**config.mk**
```make
export PLATFORM = sky130hd
export DESIGN_NAME = db_top_rd_ctrl_flat
export DESIGN_NICKNAME = d
export VERILOG_FILES = /design/src/rtl/db_top_rd_ctrl_if.sv /design/src/rtl/db_top_rd_ctrl.sv /design/src/flat_wrapper.sv
export SDC_FILE = /design/constraint.sdc
export NUM_CORES = 1
export LEC_CHECK = 0
export CORE_ASPECT_RATIO = 0.6
export CORE_MARGIN = 10
export CORE_UTILIZATION = 50
export DETAILED_ROUTE_END_ITERATION = 10
export PLACE_DENSITY = 0.79
export SYNTH_ARGS = -nofsm -noshare
export SYNTH_HDL_FRONTEND = slang
export SYNTH_SLANG_ARGS = --single-unit
export TNS_END_PERCENT = 1
```
**constraint.sdc**
```tcl
create_clock -name clk -period 6 [get_ports clk]
set_input_delay 1.8 -clock clk [delete_from_list [all_inputs] [get_ports clk]]
set_output_delay 1.8 -clock clk [all_outputs]
set_load 0.02 [all_outputs]
```
**src/rtl/db_top_rd_ctrl_if.sv**
```systemverilog
// RAM read port plus the outbound row stream of the deblocking top-pixel read controller.
// Stream handshake: a beat transfers on a rising clk edge where valid_o && ready_i; once valid_o is
// raised the beat (data_o/row_o/last_o) holds until accepted, and ready_i may toggle freely.
interface db_top_rd_ctrl_if #(
  parameter int DATA_WIDTH = 128,
  parameter int ADDR_WIDTH = 5
);
  logic                  cen_o;
  logic                  ren_o;
  logic                  wen_o;
  logic [ADDR_WIDTH-1:0] addr_o;
  logic [DATA_WIDTH-1:0] ram_data_i;
  logic                  valid_o;
  logic                  ready_i;
  logic [DATA_WIDTH-1:0] data_o;
  logic [ADDR_WIDTH-1:0] row_o;
  logic                  last_o;

  modport master (
    output cen_o, ren_o, wen_o, addr_o, valid_o, data_o, row_o, last_o,
    input  ram_data_i, ready_i
  );

  modport slave (
    input  cen_o, ren_o, wen_o, addr_o, valid_o, data_o, row_o, last_o,
    output ram_data_i, ready_i
  );
endinterface

```
**src/rtl/db_top_rd_ctrl.sv**
```systemverilog
// Reads Y (and optionally Cb/Cr) rows from the top-pixel RAM and streams them out through
// a 2-entry buffer that hides the 1-cycle RAM latency from downstream backpressure.
module db_top_rd_ctrl #(
  parameter int DATA_WIDTH = 128,
  parameter int ADDR_WIDTH = 5,
  parameter int Y_ROWS     = 16,
  parameter int C_ROWS     = 16
) (
  input  logic        clk,
  input  logic        rst,
  input  logic        start_i,
  input  logic        chroma_en_i,
  output logic        busy_o,
  output logic        done_o,
  output logic [1:0]  dbg_state_o,
  db_top_rd_ctrl_if.master bus
);

  localparam int CW = ADDR_WIDTH + 1;
  localparam logic [CW-1:0] LEN_Y  = CW'(Y_ROWS);
  localparam logic [CW-1:0] LEN_YC = CW'(Y_ROWS + C_ROWS);

  typedef enum logic [1:0] {
    ST_IDLE  = 2'd0,
    ST_READ  = 2'd1,
    ST_DRAIN = 2'd2,
    ST_DONE  = 2'd3
  } state_t;

  state_t state_q, state_d;

  logic                  chroma_q;
  logic [CW-1:0]         issue_cnt_q;
  logic [CW-1:0]         pass_len;
  logic                  inflight_q;
  logic [ADDR_WIDTH-1:0] inflight_row_q;

  logic [DATA_WIDTH-1:0] fifo_data_q [2];
  logic [ADDR_WIDTH-1:0] fifo_row_q  [2];
  logic [1:0]            fifo_last_q;
  logic                  wr_ptr_q, rd_ptr_q;
  logic [1:0]            fifo_cnt_q;

  logic       push, pop, issue, last_issue, push_last, valid;
  logic [2:0] occ;

  assign pass_len = chroma_q ? LEN_YC : LEN_Y;
  assign valid    = (fifo_cnt_q != 2'd0);
  assign pop      = valid && bus.ready_i;
  assign push     = inflight_q;

  // Credit counts the beat leaving this cycle, so a full-rate stream keeps one read per cycle
  // while a stalled stream stops issuing once buffer plus in-flight read reach two.
  assign occ        = {1'b0, fifo_cnt_q} + {2'b00, inflight_q} - {2'b00, pop};
  assign issue      = (state_q == ST_READ) && (occ < 3'd2);
  assign last_issue = issue && (issue_cnt_q == pass_len - CW'(1));
  assign push_last  = ({1'b0, inflight_row_q} == pass_len - CW'(1));

  always_comb begin
    state_d = state_q;
    case (state_q)
      ST_IDLE:  if (start_i) state_d = ST_READ;
      ST_READ:  if (last_issue) state_d = ST_DRAIN;
      ST_DRAIN: if (pop && bus.last_o) state_d = ST_DONE;
      ST_DONE:  state_d = ST_IDLE;
      default:  state_d = ST_IDLE;
    endcase
  end

  always_ff @(posedge clk) begin
    if (rst) begin
      state_q        <= ST_IDLE;
      chroma_q       <= 1'b0;
      issue_cnt_q    <= '0;
      inflight_q     <= 1'b0;
      inflight_row_q <= '0;
      fifo_last_q    <= '0;
      wr_ptr_q       <= 1'b0;
      rd_ptr_q       <= 1'b0;
      fifo_cnt_q     <= 2'd0;
      for (int i = 0; i < 2; i++) begin
        fifo_data_q[i] <= '0;
        fifo_row_q[i]  <= '0;
      end
    end else begin
      state_q <= state_d;

      if (state_q == ST_IDLE && start_i) begin
        chroma_q    <= chroma_en_i;
        issue_cnt_q <= '0;
      end else if (issue) begin
        issue_cnt_q <= issue_cnt_q + CW'(1);
      end

      inflight_q <= issue;
      if (issue) inflight_row_q <= issue_cnt_q[ADDR_WIDTH-1:0];

      if (push) begin
        fifo_data_q[wr_ptr_q] <= bus.ram_data_i;
        fifo_row_q[wr_ptr_q]  <= inflight_row_q;
        fifo_last_q[wr_ptr_q] <= push_last;
        wr_ptr_q              <= ~wr_ptr_q;
      end
      if (pop) rd_ptr_q <= ~rd_ptr_q;

      case ({push, pop})
        2'b10:   fifo_cnt_q <= fifo_cnt_q + 2'd1;
        2'b01:   fifo_cnt_q <= fifo_cnt_q - 2'd1;
        default: fifo_cnt_q <= fifo_cnt_q;
      endcase
    end
  end

  // ren_o stays low across the whole pass so the returning word is always driven.
  assign busy_o      = (state_q == ST_READ) || (state_q == ST_DRAIN);
  assign done_o      = (state_q == ST_DONE);
  assign dbg_state_o = state_q;

  assign bus.cen_o   = ~issue;
  assign bus.ren_o   = ~busy_o;
  assign bus.wen_o   = 1'b1;
  assign bus.addr_o  = issue ? issue_cnt_q[ADDR_WIDTH-1:0] : '0;
  assign bus.valid_o = valid;
  assign bus.data_o  = fifo_data_q[rd_ptr_q];
  assign bus.row_o   = fifo_row_q[rd_ptr_q];
  assign bus.last_o  = valid && fifo_last_q[rd_ptr_q];

endmodule
```
**src/flat_wrapper.sv**
```systemverilog
// flat-port wrapper written by rule: the top's interface ports become plain ports
module db_top_rd_ctrl_flat 
#(
  parameter int DATA_WIDTH = 128,
  parameter int ADDR_WIDTH = 5,
  parameter int Y_ROWS     = 16,
  parameter int C_ROWS     = 16
)
  (clk, rst, start_i, chroma_en_i, busy_o, done_o, dbg_state_o, bus_cen_o, bus_ren_o, bus_wen_o, bus_addr_o, bus_valid_o, bus_data_o, bus_row_o, bus_last_o, bus_ram_data_i, bus_ready_i);
  db_top_rd_ctrl_if #(.DATA_WIDTH(DATA_WIDTH), .ADDR_WIDTH(ADDR_WIDTH)) bus_i ();
  input  logic clk;
  input  logic rst;
  input  logic start_i;
  input  logic chroma_en_i;
  output logic busy_o;
  output logic done_o;
  output logic [1:0] dbg_state_o;
  output wire logic [$bits(bus_i.cen_o)-1:0] bus_cen_o;
  output wire logic [$bits(bus_i.ren_o)-1:0] bus_ren_o;
  output wire logic [$bits(bus_i.wen_o)-1:0] bus_wen_o;
  output wire logic [$bits(bus_i.addr_o)-1:0] bus_addr_o;
  output wire logic [$bits(bus_i.valid_o)-1:0] bus_valid_o;
  output wire logic [$bits(bus_i.data_o)-1:0] bus_data_o;
  output wire logic [$bits(bus_i.row_o)-1:0] bus_row_o;
  output wire logic [$bits(bus_i.last_o)-1:0] bus_last_o;
  input wire logic [$bits(bus_i.ram_data_i)-1:0] bus_ram_data_i;
  input wire logic [$bits(bus_i.ready_i)-1:0] bus_ready_i;
  assign bus_cen_o = bus_i.cen_o;
  assign bus_ren_o = bus_i.ren_o;
  assign bus_wen_o = bus_i.wen_o;
  assign bus_addr_o = bus_i.addr_o;
  assign bus_valid_o = bus_i.valid_o;
  assign bus_data_o = bus_i.data_o;
  assign bus_row_o = bus_i.row_o;
  assign bus_last_o = bus_i.last_o;
  assign bus_i.ram_data_i = bus_ram_data_i;
  assign bus_i.ready_i = bus_ready_i;
  db_top_rd_ctrl #(.DATA_WIDTH(DATA_WIDTH), .ADDR_WIDTH(ADDR_WIDTH), .Y_ROWS(Y_ROWS), .C_ROWS(C_ROWS)) u_core (.clk(clk), .rst(rst), .start_i(start_i), .chroma_en_i(chroma_en_i), .busy_o(busy_o), .done_o(done_o), .dbg_state_o(dbg_state_o), .bus(bus_i));
endmodule
```
==> results of run 1 <==
-- repair_timing --
item / CTS / global route
setup endpoints to repair: 0 / 5
gates resized for setup: 0 / 5
buffers inserted: 0 / 0
-- Yosys cell counts --
cell,n
nor3_1,2
a311oi_1,1
xnor2_1,4
and2_1,266
o21ba_2,1
buf_4,1
fa_1,1
inv_1,14
nand3_1,3
a21o_1,2
nor2_1,14
conb_1,1
edfxtp_1,266
nand2b_1,2
clkbuf_1,39
or2_2,1
a21oi_1,11
o41ai_4,1
dfxtp_1,22
nor3b_2,2
nand2_1,21
ha_1,6
o22ai_1,1
nand4_1,3
and3_2,1
nor2b_1,3
xor2_1,8
o21ai_0,3
buf_2,8
inv_4,1
and3_1,1
mux2_2,134
-- metrics by stage --
stage / power (mW) / instance area, um^2 / setup slack [ns] / std cells / hold WS (ns)
global placement: 3.98 / 15600 / 0.117 / 1412 / 0.464
global route: 5.77 / 16400 / 0.107 / 1460 / 0.498
floorplan: 3.33 / 12400 / 0.693 / 844 / 0.442
detailed placement: 4.01 / 15600 / 0.0759 / 1412 / 0.466
CTS: 5.58 / 16400 / 0.0744 / 1460 / 0.485
finish: 5.53 / 16400 / 0.196 / 1461 / 0.487
-- per-layer routing --
layer,track usage,part of all wire,wire (um),up-vias
li1,-,-,-,3503
met1,0.239,0.44,12800,3607
met2,0.281,0.47,13600,224
met3,0.0650,0.084,2460,33
met4,0.0305,0.012,355,4
met5,0,0.0011,32,-
-- worst paths after layout --
check | endpoint | slack, ns | depth (start not counted)
max reg2reg | u_core.dbg_state_o[0] | 3.13 | 11
max | bus_cen_o | 0.20 | 8
min reg2reg | u_core.fifo_last_q[0] | 0.49 | 2
min | u_core.fifo_last_q[0] | 0.49 | 2
-- registers in the layout (all words and copies together), names as in the netlist, named ones only --
signal	cells
u_core.wr_ptr_q	1
u_core.fifo_row_q	10
u_core.issue_cnt_q	6
u_core.inflight_q	1
u_core.fifo_last_q	2
u_core.chroma_q	1
u_core.inflight_row_q	5
u_core.dbg_state_o	2
u_core.fifo_cnt_q	2
u_core.rd_ptr_q	1
u_core.fifo_data_q	256
-- logic make-up (layout without fill, tap and decap cells) --
kind of cell / Yosys count / in the layout
AND/OR/NAND/NOR: 319 / 319
AO/OA/AOI/OAI: 20 / 20
flip-flops: 288 / 288
buffers and inverters: 63 / 357
adder cells (fa/ha/maj): 7 / 7
multiplexers: 134 / 134
XOR/XNOR: 12 / 12
other: 1 / 2
-- critical path, cell delays in order --
cell	delay [ns]
clkdlybuf4s50_1	0.51
xor2_1	0.15
nand2_1	0.08
fa_1	0.39
xnor2_1	0.13
and3_2	0.28
inv_4	0.06
clkdlybuf4s50_1	0.60
-- power by group through the flow --
stage	sequential [mW]	clock [mW]	combinational, mW
finish	2.54	1.58	1.41
global route	2.57	1.70	1.50
CTS	2.55	1.61	1.43
detailed placement	2.59	0	1.42
global placement	2.57	0	1.41
floorplan	2.57	0	0.761
-- cell type report --
type                            instances  area (um^2)  share of cell area
Antenna cell                            1         2.50            0.000152
Inverter                               15         58.8             0.00358
Clock inverter                         15          103             0.00624
Clock buffer                           33          698              0.0425
Timing Repair Buffer                  294         2950               0.180
Multi-Input combinational cell        493         3790               0.231
Tap cell                              322          403              0.0245
Sequential cell                       288         8430               0.513
==> impl_metrics.tcl, run 1 <==
set metrics [dict create \
    outcome "finished clean" \
    rsz0062_at_grt "no" \
    reg2reg_from "u_core.fifo_cnt_q[1]" \
    switching_share 0.276 \
    synthSimpleGateAreaFrac 0.154 \
    start_util 0.512 \
    synth_adder_area_share 0.00764 \
    synth_nets 984 \
    hold_start "u_core.fifo_last_q[0]" \
    startpoint "bus_ready_i" \
    path_class "in2out" \
    syn_area_per_cell_um2 14.7 \
    cts-htree-levels 1 \
    tns_ns 0 \
    period_share 0.967 \
    final_cell_mix "273 x clkdlybuf4s50_1, 266 x and2_1, 266 x edfxtp_1" \
    cp-end-kind "output pin" \
    pwr-share-seq 0.460 \
    period_minus_slack_ns 5.80 \
    p_sw_mw 1.53 \
    core_mm2 0.0243 \
    cts_hold_buf 0 \
    clock_sinks 288 \
    nets 1259 \
    syn_inst 844 \
    drt_wl_total_um 29200 \
    setup_viol 0 \
    dp_hpwl_um 19900 \
    maxCapViolCount 0 \
    leakagePower_nw 6.24 \
    detail-route-antenna-nets 0 \
    synth_xor_area_frac 0.00844 \
    synth.top_cells.by_area "edfxtp_1 64%, and2_1 13%, mux2_2 12%" \
    dr.pass1.iters 5 \
    clock_skew_ns 0.0127 \
    synth-compound-area-share 0.0111 \
    crit_fanout 7 \
    ys_warn_count 0 \
    vdd_drop_max_mv 0.254 \
    synthMuxAreaShare 0.121 \
    area_delta_synth_final_pct 32.1 \
    hold_class "reg2reg" \
    tightest_slew_ns 0.810 \
    drv_slew 0 \
    synth_top_cell_area_share 0.642 \
    p_clk_frac 0.286 \
    numCtsBuffers 27 \
    pwr-share-comb 0.254 \
    routed-via-count 7371 \
    path_clk_slew_ns 0.06 \
    critPathRequiredTime_ns 4.20 \
    final_core_util 0.676 \
    intPower_mw 4.01 \
    cts_buffer_depth 3 \
    drc 0 \
    powerDensity_mw_per_mm2 336 \
    routed_via_density 5.05 \
    clkLatencyLatePin_ns 0.53 \
    io_buffers 278 \
    relSlewSlack 0.458 \
    fill_cells 1708 \
    die_y_um 142 \
    hold_viol_final 0 \
    dieArea_mm2 0.0318 \
    syn_area_mm2 0.0124 \
    track_usage 0.180 \
    drive_above_1_share 0.173 \
    seq_area_frac_synth 0.677 \
    antenna_found_initial 3 \
    layout_commonest_cell "clkdlybuf4s50_1" \
    ioPinCount 280 \
    fmax_mhz 172 \
    synth_top_family_by_area "simple AND/OR/NAND/NOR gates" \
    synth_area_leader_cell "edfxtp_1" \
    root_buffer "clkbuf_16" \
    cp.arrival_ns 4.00 \
    ys_seq_elements 288 \
    grt_max_degree 60 \
    critPathLaunchType "input pin" \
    first_iter_violations 749 \
    grt_pass1_wl_um 45000 \
    grt_pass1_vias 7688 \
    wl_per_cell_um 20.0 \
    die_w_um 224 \
    synth_cell_types 32 \
    place_congestion 0.774 \
    cts_tree "done" \
    std_cell_rows 44 \
    grt_overflow 0 \
]
No activity file was read; power rests on OpenSTA's default activity.
==> run 2, diff against run 1 <==
--- a/constraint.sdc
+++ b/constraint.sdc
@@ -3,2 +3,2 @@
 set_output_delay 1.8 -clock clk [all_outputs]
-set_load 0.02 [all_outputs]
+set_load 0.1 [all_outputs]
==> run 2 against run 1 <==
  * Power grew 25%
  * Via count is 0.64% higher
  * Register-to-register slack hardly changed
  * Clock power is 7% higher
  * Global-route usage is 0.086 points lower
  * Non-clock buffer count shrank 4
  * Clock-buffer cell count is 5 lower
  * Sequential share of layout area is 0.38 points lower
  * Maximum frequency rose by 2.3%
  * Sequential power about the same
  * Final area increased by 0.75%
  * Critical path type unchanged
  * Largest cell class unchanged
  * Largest power group is now combinational logic
  * Highest routed layer unchanged
==> impl_metrics.tcl, run 2 (synthesis gave the netlist of run 1 again) <==
set metrics [dict create \
    hold_class "reg2reg" \
    final_core_util 0.681 \
    ioPinCount 280 \
    maxCapViolCount 0 \
    critPathLaunchType "input pin" \
    clkLatencyLatePin_ns 0.53 \
    crit_fanout 11 \
    path_class "in2out" \
    area_delta_synth_final_pct 33.1 \
    setup_ws_ns 0.328 \
    path_buf_inv 3 \
    grt_pass1_vias 7648 \
    fill_cells 1691 \
    detail-route-antenna-nets 0 \
    crit_family "buffers and inverters" \
    cts_buffer_depth 3 \
    final_area_mm2 0.0166 \
    io_buffers 278 \
    place_congestion 0.778 \
    slowest_stage "clkdlybuf4s50_1" \
    drv_slew 0 \
    path_clk_slew_ns 0.06 \
    core_mm2 0.0243 \
    grt_max_degree 81 \
    drt_wl_total_um 29300 \
    path_common_cell "nand2_1" \
    nets 1255 \
    finalNonFillerCells 1459 \
    drc 0 \
    routed-via-count 7418 \
    wl_per_cell_um 20.1 \
    place_area_mm2 0.0157 \
    final_cell_mix "271 x clkdlybuf4s50_1, 266 x and2_1, 266 x edfxtp_1" \
    numCtsBuffers 27 \
    die_w_um 224 \
    die_y_um 142 \
    top_register "u_core.fifo_data_q" \
    leakagePower_nw 6.19 \
    drive_above_1_share 0.182 \
    root_buffer "clkbuf_16" \
    start_util 0.512 \
    reg_top3 "u_core.fifo_data_q (256), u_core.fifo_row_q (10), u_core.issue_cnt_q (6)" \
    outcome "finished clean" \
    fin_hold_ws_ns 0.471 \
    routed_via_density 5.08 \
    period_minus_slack_ns 5.67 \
    cts_hold_buf 0 \
    crit_chain "clkdlybuf4s50_1 -> xor2_1 -> nand2_1 -> fa_1 -> xnor2_1 -> and3_2 -> nand2_1 -> inv_1 -> buf_12" \
    cp.arrival_ns 3.87 \
    regArea_mm2 0.00843 \
    power.total_mw 6.89 \
    largest_register_ff_count 256 \
    cts-resized-gates 0 \
    tightest_slew_ns 1.07 \
    tns_ns 0 \
    grt_pass1_wl_um 44800 \
    cpPeakStageDelay_ns 0.56 \
    relSlewSlack 0.286 \
    hold_viol_final 0 \
    cp-end-kind "output pin" \
    placed_cells 1408 \
    cts_tree "done" \
    track_usage 0.179 \
    rsz0062_at_grt "no" \
    powerDensity_mw_per_mm2 416 \
    critPathRequiredTime_ns 4.20 \
    grt_overflow 0 \
    dr.pass1.iters 5 \
    cts-htree-levels 1 \
    first_iter_violations 704 \
    clock_sinks 288 \
    cts_setup_buffers 0 \
    clock_skew_ns 0.00957 \
    antenna_found_initial 5 \
    vdd_drop_max_mv 0.285 \
    multi_input_area_mm2 0.00379 \
    period_share 0.945 \
    setup_viol 0 \
    dp_hpwl_um 19900 \
    preCtsSetupSlack_ns 0.318 \
    dieArea_mm2 0.0318 \
    std_cell_rows 44 \
    layout_commonest_cell "clkdlybuf4s50_1" \
    fmax_mhz 176 \
]
-- run 2: cell type report --
type	count	area share
clock inverters	21	0.0122
flip-flops and latches	288	0.509
well taps	322	0.0243
inverters	15	0.00355
repair buffers	290	0.181
multi-input cells	493	0.229
clock buffers	28	0.0410
diodes	2	0.000302
-- run 2: routing by layer --
| metal | routed length (um) | global-route usage | up-vias |
|---|---|---|---|
| met5 | 46 | 0 | - |
| met4 | 410 | 0.0365 | 6 |
| met3 | 2420 | 0.0628 | 46 |
| met2 | 13700 | 0.281 | 227 |
| met1 | 12700 | 0.236 | 3624 |
| li1 | - | - | 3515 |
-- run 2: power by group --
part | switching (mW) | internal (mW) | leakage [nW] | total (mW)
registers | 0.0854 | 2.46 | 2.94 | 2.54
logic | 1.98 | 0.677 | 2.84 | 2.65
clock network | 0.737 | 0.957 | 0.412 | 1.69
total | 2.80 | 4.09 | 6.19 | 6.89
-- run 2: worst paths after layout --
check | start | depth (start not counted) | to | slack, ns
setup / recovery | bus_ready_i | 9 | bus_addr_o[2] | 0.33
hold / removal | u_core.fifo_last_q[1] | 2 | u_core.fifo_last_q[1] | 0.47
setup reg to reg | u_core.fifo_cnt_q[1] | 10 | u_core.dbg_state_o[0] | 3.14
hold reg to reg | u_core.fifo_last_q[1] | 2 | u_core.fifo_last_q[1] | 0.47
-- run 2: worst min-delay path, delay by kind of cell (launching register included) --
family          cells  cell delay, ns
compound gates      1            0.07
flops               1            0.31
buf+inv             1            0.04
==> run 3, diff against run 2 <==
ABC_CLOCK_PERIOD_IN_PS = 6000   (was not set)
CORE_UTILIZATION = 51   (was 50)
PLACE_DENSITY = 0.81   (was 0.79)
==> run 3 against run 2 <==
  * Critical path depth unchanged
  * Critical endpoint is now bus_addr_o[4]
  * Via count about the same
  * Global-route usage about the same
  * Final area shrank 0.48%
  * First-iteration DRC count fell by 24%
  * Final cell count down 0.14%
  * Non-clock buffer count decreased by 2
  * Routed wire length is 1.2% lower
  * Die area is 1.7% lower
  * Sequential share of layout area is 0.25 points higher
==> impl_metrics.tcl, run 3 (synthesis gave the netlist of run 1 again) <==
set metrics [dict create \
    outcome "finished clean" \
    largest_register_ff_count 256 \
    dp_hpwl_um 19300 \
    tns_ns 0 \
    drt_wl_total_um 28900 \
    vdd_drop_max_mv 0.287 \
    relSlewSlack 0.279 \
    cts_buffer_depth 3 \
    path_clk_slew_ns 0.06 \
    io_buffers 278 \
    tightest_slew_ns 1.08 \
    period_minus_slack_ns 5.69 \
    dr.pass1.iters 5 \
    clock_skew_ns 0.0108 \
    cts-htree-levels 1 \
    path_buf_inv 3 \
    die_y_um 141 \
    path_common_cell "nand2_1" \
    cp-end-kind "output pin" \
    area_delta_synth_final_pct 32.4 \
    die_w_um 222 \
    ioPinCount 280 \
    cts-resized-gates 0 \
    critPathRequiredTime_ns 4.20 \
    preCtsSetupSlack_ns 0.349 \
    final_cell_mix "270 x clkdlybuf4s50_1, 266 x and2_1, 266 x edfxtp_1" \
    layout_commonest_cell "clkdlybuf4s50_1" \
    clkLatencyLatePin_ns 0.52 \
    place_congestion 0.808 \
    leakagePower_nw 6.17 \
    top_register "u_core.fifo_data_q" \
    period_share 0.948 \
    routed_via_density 5.09 \
    hold_class "reg2reg" \
    powerDensity_mw_per_mm2 415 \
    maxCapViolCount 0 \
    power.total_mw 6.84 \
    crit_chain "clkdlybuf4s50_1 -> xor2_1 -> nand2_1 -> fa_1 -> xnor2_1 -> and3_2 -> nand2_1 -> inv_1 -> buf_12" \
    numCtsBuffers 27 \
    cts_setup_buffers 0 \
    drv_slew 0 \
    slowest_stage "clkdlybuf4s50_1" \
    root_buffer "clkbuf_16" \
    antenna_found_initial 5 \
    std_cell_rows 44 \
    cpPeakStageDelay_ns 0.55 \
    track_usage 0.178 \
    setup_ws_ns 0.314 \
    core_mm2 0.0241 \
    cts_tree "done" \
    drive_above_1_share 0.172 \
    detail-route-antenna-nets 0 \
    reg_top3 "u_core.fifo_data_q (256), u_core.fifo_row_q (10), u_core.issue_cnt_q (6)" \
    hold_viol_final 0 \
    wl_per_cell_um 19.9 \
    grt_overflow 0 \
    start_util 0.516 \
    grt_pass1_wl_um 44400 \
    nets 1253 \
    setup_viol 0 \
    fmax_mhz 176 \
    first_iter_violations 537 \
    path_class "in2out" \
    grt_pass1_vias 7575 \
    rsz0062_at_grt "no" \
    clock_sinks 288 \
    crit_fanout 11 \
    cts_hold_buf 0 \
    drc 0 \
    cp.arrival_ns 3.89 \
    routed-via-count 7413 \
    crit_family "buffers and inverters" \
    grt_max_degree 82 \
    critPathLaunchType "input pin" \
    dieArea_mm2 0.0313 \
]
## run 3: stage by stage
step	hold WS (ns)	utilization	instance area (um^2)	std cells
final	0.469	0.684	16500	1457
after global routing	0.490	0.683	16500	1455
after CTS	0.472	0.683	16500	1454
after detailed placement	0.465	0.649	15600	1406
after global placement	0.456	0.649	15600	1406
after floorplan	0.442	-	12400	844
## run 3: layout make-up
type	count	area [um^2]
Fill cell	1669	7630
Sequential cell	288	8430
Tap cell	322	403
Clock inverter	14	139
Multi-Input combinational cell	493	3790
Timing Repair Buffer	288	2950
Antenna cell	3	7.51
Clock buffer	34	702
Inverter	15	58.8
## run 3: tightest hold or removal path: stages, from the launching register on
cell and delay (ns):
dfxtp_1 0.31, inv_1 0.04, o21ai_0 0.06
## run 3: layer usage
| metal | global-route usage | part of all wire |
|---|---|---|
| met1 | 0.237 | 0.43 |
| met2 | 0.279 | 0.46 |
| met3 | 0.0632 | 0.094 |
| met4 | 0.0339 | 0.017 |
| met5 | 0 | 0.0012 |
## run 3: power by group
part           internal, mW  switching, mW  leakage, nW
sequential             2.46         0.0837         2.94
combinational         0.672           1.97         2.82
clock                 0.953          0.701        0.408
total                  4.08           2.76         6.17
## run 3: worst paths after layout
check / startpoint / to / slack [ns] / cells after the start
worst max-delay path: bus_ready_i / bus_addr_o[4] / 0.31 / 9
worst min-delay path: u_core.fifo_last_q[1] / u_core.fifo_last_q[1] / 0.47 / 2
worst max register to register: u_core.fifo_cnt_q[1] / u_core.dbg_state_o[0] / 3.14 / 10
worst min register to register: u_core.fifo_last_q[1] / u_core.fifo_last_q[1] / 0.47 / 2
